### src/rtl/clockdiv_pkg.sv
// clockdiv_pkg: shared types, defaults and helpers for the multi-channel clock divider
package clockdiv_pkg;

    localparam int PKG_CNT_W   = 32;
    localparam int DEFAULT_DIV = 10;

    typedef logic [PKG_CNT_W-1:0] div_t;

    typedef struct packed {
        div_t period;
        div_t pend;
        logic pend_v;
        div_t cnt;
    } chan_t;

    // square wave is high for the first floor(period/2) counts of each period
    function automatic logic sq_level(div_t cnt, div_t per);
        return cnt < (per >> 1);
    endfunction

endpackage

### src/rtl/clockdiv_multi_divchan.sv
// divchan: one divider channel with glitch-free divisor apply, tick and square outputs
module divchan
    import clockdiv_pkg::*;
#(
    parameter int INIT_DIV = DEFAULT_DIV
) (
    input  logic clk_in,
    input  logic rst,
    input  logic en,
    input  logic sync_restart,
    input  logic wr,
    input  div_t wr_div,
    output logic tick,
    output logic sq
);

    chan_t s;
    logic  wrap;
    logic  apply;
    div_t  nper;
    div_t  ncnt;

    // next-state terms: wrap point, apply condition, effective next period and count
    always_comb begin
        wrap  = (s.period != '0) && (s.cnt == s.period - 1'b1);
        apply = s.pend_v && (sync_restart || (s.period == '0) || (en && wrap));
        nper  = apply ? s.pend : s.period;
        ncnt  = wrap ? '0 : s.cnt + 1'b1;
    end

    // channel state; a write on the apply edge becomes the next pending value
    always_ff @(posedge clk_in) begin
        if (rst) begin
            s    <= '{period: div_t'(INIT_DIV), pend: '0, pend_v: 1'b0, cnt: '0};
            tick <= 1'b0;
            sq   <= 1'b0;
        end else begin
            s.period <= nper;
            s.pend_v <= wr | (s.pend_v & ~apply);
            if (wr)
                s.pend <= wr_div;
            if (sync_restart) begin
                s.cnt <= '0;
                tick  <= 1'b0;
                sq    <= (nper != '0);
            end else if (s.period == '0) begin
                s.cnt <= '0;
                tick  <= 1'b0;
                sq    <= 1'b0;
            end else if (en) begin
                s.cnt <= ncnt;
                tick  <= wrap;
                sq    <= sq_level(ncnt, nper);
            end else begin
                tick  <= 1'b0;
            end
        end
    end

endmodule

### src/rtl/clockdiv_multi.sv
// clockdiv_multi: multi-channel programmable clock divider with write port and phase restart
module clockdiv_multi #(
    parameter int CHANNELS    = 4,
    parameter int CNT_W       = 32,
    parameter int DEFAULT_DIV = clockdiv_pkg::DEFAULT_DIV,
    localparam int CH_W       = (CHANNELS > 1) ? $clog2(CHANNELS) : 1
) (
    input  logic                clk_in,
    input  logic                rst,
    input  logic                en,
    input  logic                sync_restart,
    input  logic                wr_en,
    input  logic [CH_W-1:0]     wr_chan,
    input  logic [CNT_W-1:0]    wr_div,
    output logic                wr_ack,
    output logic                wr_err,
    output logic [CHANNELS-1:0] tick,
    output logic [CHANNELS-1:0] sq
);

    import clockdiv_pkg::*;

    logic wr_ok;
    div_t div_w;

    // channel index range check and divisor normalised to the channel counter width
    always_comb begin
        wr_ok = 32'(wr_chan) < CHANNELS;
        div_w = div_t'(wr_div);
    end

    // every write is acknowledged next cycle; out-of-range writes are flagged and dropped
    always_ff @(posedge clk_in) begin
        if (rst) begin
            wr_ack <= 1'b0;
            wr_err <= 1'b0;
        end else begin
            wr_ack <= wr_en;
            wr_err <= wr_en & ~wr_ok;
        end
    end

    for (genvar i = 0; i < CHANNELS; i++) begin : g_ch
        divchan #(.INIT_DIV(DEFAULT_DIV)) u_ch (
            .clk_in       (clk_in),
            .rst          (rst),
            .en           (en),
            .sync_restart (sync_restart),
            .wr           (wr_en && wr_ok && (32'(wr_chan) == i)),
            .wr_div       (div_w),
            .tick         (tick[i]),
            .sq           (sq[i])
        );
    end

endmodule
### config.mk
export PLATFORM = sky130hd
export DESIGN_NAME = clockdiv_multi
export DESIGN_NICKNAME = d
export VERILOG_FILES = /design/src/rtl/clockdiv_pkg.sv /design/src/rtl/clockdiv_multi_divchan.sv /design/src/rtl/clockdiv_multi.sv
export SDC_FILE = /design/constraint.sdc
export NUM_CORES = 1
export LEC_CHECK = 0
export ABC_CLOCK_PERIOD_IN_PS = 8700
export BUFFER_PORTS_ARGS = -buffer_cell sky130_fd_sc_hd__buf_2
export CORE_ASPECT_RATIO = 1.75
export CORE_MARGIN = 1.5
export CORE_UTILIZATION = 35
export DETAILED_ROUTE_END_ITERATION = 12
export PLACE_DENSITY = 0.53
export REMOVE_ABC_BUFFERS = 1
export SYNTH_ARGS = -nofsm -noshare
export SYNTH_HDL_FRONTEND = slang
export SYNTH_SLANG_ARGS = --single-unit
### constraint.sdc
create_clock -name clk_in -period 8.7 [get_ports clk_in]
set_input_delay 0.87 -clock clk_in [delete_from_list [all_inputs] [get_ports clk_in]]
set_output_delay 0.87 -clock clk_in [all_outputs]
set_load 0.01 [all_outputs]
* Word-level counts from Yosys, hierarchy flattened
Cells that the tools add are included.
W data, S select, Z words.
** Storage, ports and cells
- Bits of input ports :: 39
- Output and inout bits :: 10
- Logic and storage cells :: 126
- Register bits after elaboration :: 397
- Latch bits :: 0
- Bits in read-only memories :: 0
- Memories kept :: 0
- RAM bits :: 0
** Operators by class
- Divide/modulo/power cells :: 0
- Bitwise gates (word level) :: 13
- Shifts and indexed selects :: 0
- Muxes and demuxes :: 20
- Add/subtract/negate cells :: 8
- $lt $le $gt $ge :: 4
- Equal/unequal tests :: 7
- Reductions and logical operators :: 49
- Multipliers :: 0
** Operators by type and width (count)
- $mux W32 :: 8
- $reduce_bool A32 Y1 :: 8
- $add A32 B1 Y32 const B :: 4
- $eq A32 B32 Y1 :: 4
- $logic_not A32 Y1 :: 4
- $lt A32 B31 Y1 :: 4
- $sub A32 B1 Y32 const B :: 4
- $logic_and A1 B1 Y1 :: 16
- $reduce_or A4 Y1 :: 4
- $mux W1 :: 12
- $reduce_bool A3 Y1 :: 4
- $reduce_or A3 Y1 :: 4
- $logic_or A1 B1 Y1 :: 8
- $not A1 Y1 :: 5
- $and A1 B1 Y1 :: 4
- $eq A2 B2 Y1 const B :: 2
- $or A1 B1 Y1 :: 4
- $eq A2 B1 Y1 const B :: 1
- $logic_not A2 Y1 :: 1

* Depth between registers and ports, before layout
- Depth in word-level cells :: 11
- Mapped depth :: 27
- Mapped depth without buffers :: 24

* By module
From an unflattened synthesis, not the netlist that was laid out.
** Unflattened totals
- Cell total of the unflattened synthesis :: 3175
- Area, all modules :: 26212.6 sq um
** By module, submodules not included
- divchan at g_ch[1].u_ch ... :: seq. area each 1981.9 sq um, cells an instance 754, times used 2, area an instance 6339.8 sq um
- divchan at g_ch[3].u_ch :: seq. area each 1981.9 sq um, cells an instance 857, times used 1, area an instance 6851.6 sq um
- divchan at g_ch[0].u_ch :: seq. area each 1981.9 sq um, cells an instance 802, times used 1, area an instance 6606.3 sq um
- clockdiv_multi :: seq. area each 20.0 sq um, cells an instance 8, times used 1, area an instance 75.1 sq um

* Least setup slack after synthesis
Ideal clock, no wire load.
- Kind :: register -> register
- From :: register g_ch[3].u_ch.s[65] (netlist bit)
- To :: register g_ch[3].u_ch.sq
- Stages on the path, launching flop included :: 26
- Arrival :: 5346 ps
- Path slack :: 3268 ps
- Data required time :: 8614 ps
- Buffers on the path :: 2
- Cells stage by stage :: dfxtp_1 inv_1 ha_1 or3b_2 clkbuf_1 nor4_1 mux2_2 mux2i_1 o21ai_0 nand4b_1 nor4_1 o21ai_1 clkbuf_1 mux2i_1 ha_1 a21o_1 a21o_1 a21oi_1 nor2_1 a211oi_1 o21a_1 o21ai_0 a21oi_1 nand3_1 or3_1 a211oi_1
** On the way
- Longest elaborated chain between the ends :: 11
- Elaborated cells between the ends (all ways) :: 17
** Ends and longest elaborated chain
- start, declared :: RTL line clockdiv_multi_divchan.sv:17 : chan_t s;
- start signal, assigned :: RTL line clockdiv_multi_divchan.sv:34 : s <= '{period: div_t'(INIT_DIV), pend: '0, pend_v: 1'b0, cnt: '0};
- $sub A32 B1 Y32 :: RTL line clockdiv_multi_divchan.sv:25 : wrap = (s.period != '0) && (s.cnt == s.period - 1'b1);
- $eq A32 B32 Y1 :: RTL line clockdiv_multi_divchan.sv:25
- $logic_and A1 B1 Y1 :: RTL line clockdiv_multi_divchan.sv:25
- $logic_and A1 B1 Y1 :: RTL line clockdiv_multi_divchan.sv:26 : apply = s.pend_v && (sync_restart || (s.period == '0) || (en && wrap));
- $logic_or A1 B1 Y1 :: RTL line clockdiv_multi_divchan.sv:26
- $logic_and A1 B1 Y1 :: RTL line clockdiv_multi_divchan.sv:26
- $mux W32 :: RTL line clockdiv_multi_divchan.sv:27 : nper = apply ? s.pend : s.period;
- $lt A32 B31 Y1 :: RTL line clockdiv_pkg.sv:18 : return cnt < (per >> 1);
- $mux W1 :: RTL line clockdiv_multi_divchan.sv:50 : end else if (en) begin
- $mux W1 :: RTL line clockdiv_multi_divchan.sv:46 : end else if (s.period == '0) begin
- $mux W1 :: RTL line clockdiv_multi_divchan.sv:42 : if (sync_restart) begin
- end signal, assigned :: RTL line clockdiv_multi_divchan.sv:45 : sq <= (nper != '0);
- end signal, assigned :: RTL line clockdiv_multi_divchan.sv:53 : sq <= sq_level(ncnt, nper);
- end, declared :: RTL line clockdiv_multi_divchan.sv:14 : output logic sq
Parallel ways exist; a longest one is shown, timed or not. The select of a mux whose other input is x is not followed.
A chain may end at the register's enable or synchronous reset.

* Worst setup path after layout
- From :: register g_ch[0].u_ch.s[65] (netlist bit)
- To :: register g_ch[0].u_ch.sq
** On the way
- Longest elaborated chain between the ends :: 11
- Elaborated cells between the ends (all ways) :: 17
** Ends and longest elaborated chain (RTL line)
- start, declared :: clockdiv_multi_divchan.sv:17
- start signal, assigned :: clockdiv_multi_divchan.sv:34
- $sub A32 B1 Y32 :: clockdiv_multi_divchan.sv:25
- $eq A32 B32 Y1 :: clockdiv_multi_divchan.sv:25
- $logic_and A1 B1 Y1 :: clockdiv_multi_divchan.sv:25
- $logic_and A1 B1 Y1 :: clockdiv_multi_divchan.sv:26
- $logic_or A1 B1 Y1 :: clockdiv_multi_divchan.sv:26
- $logic_and A1 B1 Y1 :: clockdiv_multi_divchan.sv:26
- $mux W32 :: clockdiv_multi_divchan.sv:27
- $lt A32 B31 Y1 :: clockdiv_pkg.sv:18
- $mux W1 :: clockdiv_multi_divchan.sv:50
- $mux W1 :: clockdiv_multi_divchan.sv:46
- $mux W1 :: clockdiv_multi_divchan.sv:42
- end signal, assigned :: clockdiv_multi_divchan.sv:45
- end signal, assigned :: clockdiv_multi_divchan.sv:53
- end, declared :: clockdiv_multi_divchan.sv:14
Parallel ways exist; a longest one is shown, timed or not. The select of a mux whose other input is x is not followed.

==> impl_metrics.toml <==
[sta]
holdWs_ps = 472
fmax_ghz = 0.148
hold_viol_final = 0
tns_ps = 0
worst_slew_pin_slew_ps = 1040
skew_ps = 15.9
fin_crit_sh = 0.778
rsz0062_at_grt = "no"
drv_slew = 0
period_minus_slack_ps = 6770
max_slew_margin = 0.304
final-setup-viol-count = 0

[global_route]
grt_pass1_wl_um = 138000
antenna_found_initial = 0
grt_pass1_vias = 23300
grt_overflow = 0
grt_max_degree = 96
track_usage = 0.236

[worst_setup_path]
rr_startpoint = "g_ch[0].u_ch.s[65]"
required_ps = 9150
cp-startpoint = "g_ch[0].u_ch.s[65]"
r2r_cells = 18
critPathMaxFanout = 20
cp-endpoint = "g_ch[0].u_ch.sq"
worst-r2r-setup-slack_ps = 1930
reg2reg_to = "g_ch[0].u_ch.sq"
crit_arrival_ps = 7220
critPathKind = "reg2reg"
critPathLaunchType = "flip-flop"
critPathCaptureType = "flip-flop"

[pwr]
ir_drop_uv = 104
p_leak_uw = 0.0111
power_frac_clock = 0.479
p_sw_uw = 1050
internal-power_uw = 3090
p_seq_frac = 0.455
swShare = 0.254
power_density_nw_per_um2 = 148
p_comb_frac = 0.066

[cts]
clkSinkCount = 397
htreeDepth = 2
clk_pin_slew_worst_paths_ps = 70
cts_buffers = 42
cts_resized = 0
post_cts_buffers = 0
insertion_delay_ps = 590
tritoncts = "yes"
ctsHoldBuffers = 0
clockRootBuffer = "clkbuf_16"
clockBufferDepth = 3

[synth]
synth_edf_count = 0
synth_most_common_cell = "nor2_1"
syn_inst = 3335
ys_ff_latch = 397
yosysWarningCount = 0
synth_area_um2 = 25700
yosysTopAreaCell = "dfxtp_1"
ys_seq_area_frac = 0.309
netlist-cell-type-count = 79
avgSynthCellArea_um2 = 7.71
synthTopCellsByArea = "dfxtp_1 31%, mux2i_1 6.8%, nor2_1 6.6%, ha_1 6.4%, nand2_1 5.9%"
yosys-top-cells-count = "454 x nor2_1, 405 x nand2_1, 397 x dfxtp_1"
ys.flop_type = "dfxtp_1"
synth_top_area_frac = 0.309
async_flop_share = 0

[finish]
final_nets = 3402
area_delta_synth_final_pct = 8.69
antenna-diode-count = 0
drive_above_1_share = 0.0616

[floorplan]
start_util = 0.353
core_area_um2 = 72800
dieArea_um2 = 75200
die_h_um = 362
fp-row-count = 131
fp.dieW_um = 208
io_pins = 49

[routing]
first_pass_iters = 5
routed_wl_um = 90900
vias = 23600
drc = 0
routedWlPerCell_um = 21.7
via_per_inst = 5.62
dr.first_iter.drc_count = 1467
ant_nets = 0

[place]
gp_congestion = 0.940
dpl.hpwl_um = 68800
io_buffers = 47

[worst_hold_path]
hold_class = "reg2reg"

[run_status]
status = "finished clean"

[job]
cap_violations = 0
[power groups by stage]
stage                     logic (uW)  clock network (uW)  registers (uW)
after global placement           275                   0            1920
final                            274                1980            1880
after CTS                        276                2030            1880
after global routing             297                2100            1880
after detailed placement         275                   0            1920
after floorplan                  137                   0            1900
[logic make-up after synthesis]
family,count (synthesis),share of synthesized area
adder cells (fa/ha/maj),132,0.0642
AND/OR/NAND/NOR,1519,0.286
flip-flops,397,0.309
multiplexers,188,0.0745
buffers and inverters,266,0.0434
other,1,0.000146
XOR/XNOR,269,0.0921
AO/OA/AOI/OAI,563,0.131
[state kept, by name, summed over array words and instances (netlist names)]
signal          count
g_ch.u_ch.sq        4
g_ch.u_ch.tick      4
g_ch.u_ch.s       388
wr_ack              1
[through the flow]
step,worst slack [ps],utilization,instances,instance area (um^2),power (uW)
2_1_floorplan,451,-,3107,24700,2040
3_3_place_gp,2070,0.364,4118,26500,2200
3_5_place_dp,2010,0.364,4118,26500,2200
4_1_cts,1970,0.384,4194,28000,4190
5_1_grt,1250,0.384,4194,28000,4270
6_report,1930,0.384,4194,28000,4130
[critical path, cell delays in order (launching register included)]
cell	delay (ps)
dfxtp_1	340
inv_1	130
ha_1	190
nor2b_1	550
nand2_1	240
or4_1	550
o211a_1	140
a2111oi_0	440
nand3_1	150
nor4_1	760
mux2i_4	760
buf_4	440
mux2i_1	150
ha_1	320
nand4_1	130
nor4_1	470
nand2_1	170
a2111oi_0	550
o211ai_1	140
[final cells by class]
type | count | area [um^2]
sequential | 397 | 7950
clock inverter | 15 | 210
fill | 7677 | 44800
inverter | 38 | 143
tap | 931 | 1160
timing repair buffer | 80 | 494
multi-input combinational | 2672 | 16700
clock buffer | 61 | 1270
[cells in the final DEF, fill, tap and decap left out, types with 8 or more instances in the layout]
cell and instances:
dfxtp_1 397, nand4_1 76, xnor2_1 154, nand4b_1 8
ha_1 132, a31oi_1 10, or4_1 30, a21o_1 40
nand3b_1 32, clkbuf_1 8, nor2_1 450, inv_1 37
mux2i_1 173, a22oi_1 14, nor4_1 80, or2_2 12
and3_1 43, nand3_1 100, nand2_1 405, o21ai_0 96
nor2b_1 41, a211oi_1 18, buf_4 34, o211ai_1 8
o21a_1 9, o22ai_1 9, nand2b_1 31, o31ai_1 12
clkbuf_16 45, a21oi_1 278, or3_1 29, and2_1 13
clkbuf_8 9, buf_2 45, a2111oi_0 11, nor4b_1 15
and4_1 12, nor3_1 105, xor2_1 114
[routing by layer]
layer	part of all wire	track usage	up-vias
met2	0.51	0.441	519
met4	0.079	0.175	0
met3	0.029	0.0195	250
met5	0	0	-
met1	0.38	0.247	11300
li1	-	-	11500
[worst min path at each step]
stage | start | end | slack (ps) | cells past startpoint
after floorplan | g_ch[2].u_ch.s[53] | g_ch[2].u_ch.s[53] | 430 | 2
after global placement | g_ch[0].u_ch.s[45] | g_ch[0].u_ch.s[45] | 460 | 2
after detailed placement | g_ch[0].u_ch.s[45] | g_ch[0].u_ch.s[45] | 460 | 2
after CTS | g_ch[0].u_ch.s[45] | g_ch[0].u_ch.s[45] | 470 | 2
after global routing | g_ch[0].u_ch.s[45] | g_ch[0].u_ch.s[45] | 500 | 2
final | g_ch[1].u_ch.s[35] | g_ch[1].u_ch.s[35] | 470 | 2
Power figures use the tool's default switching activity.
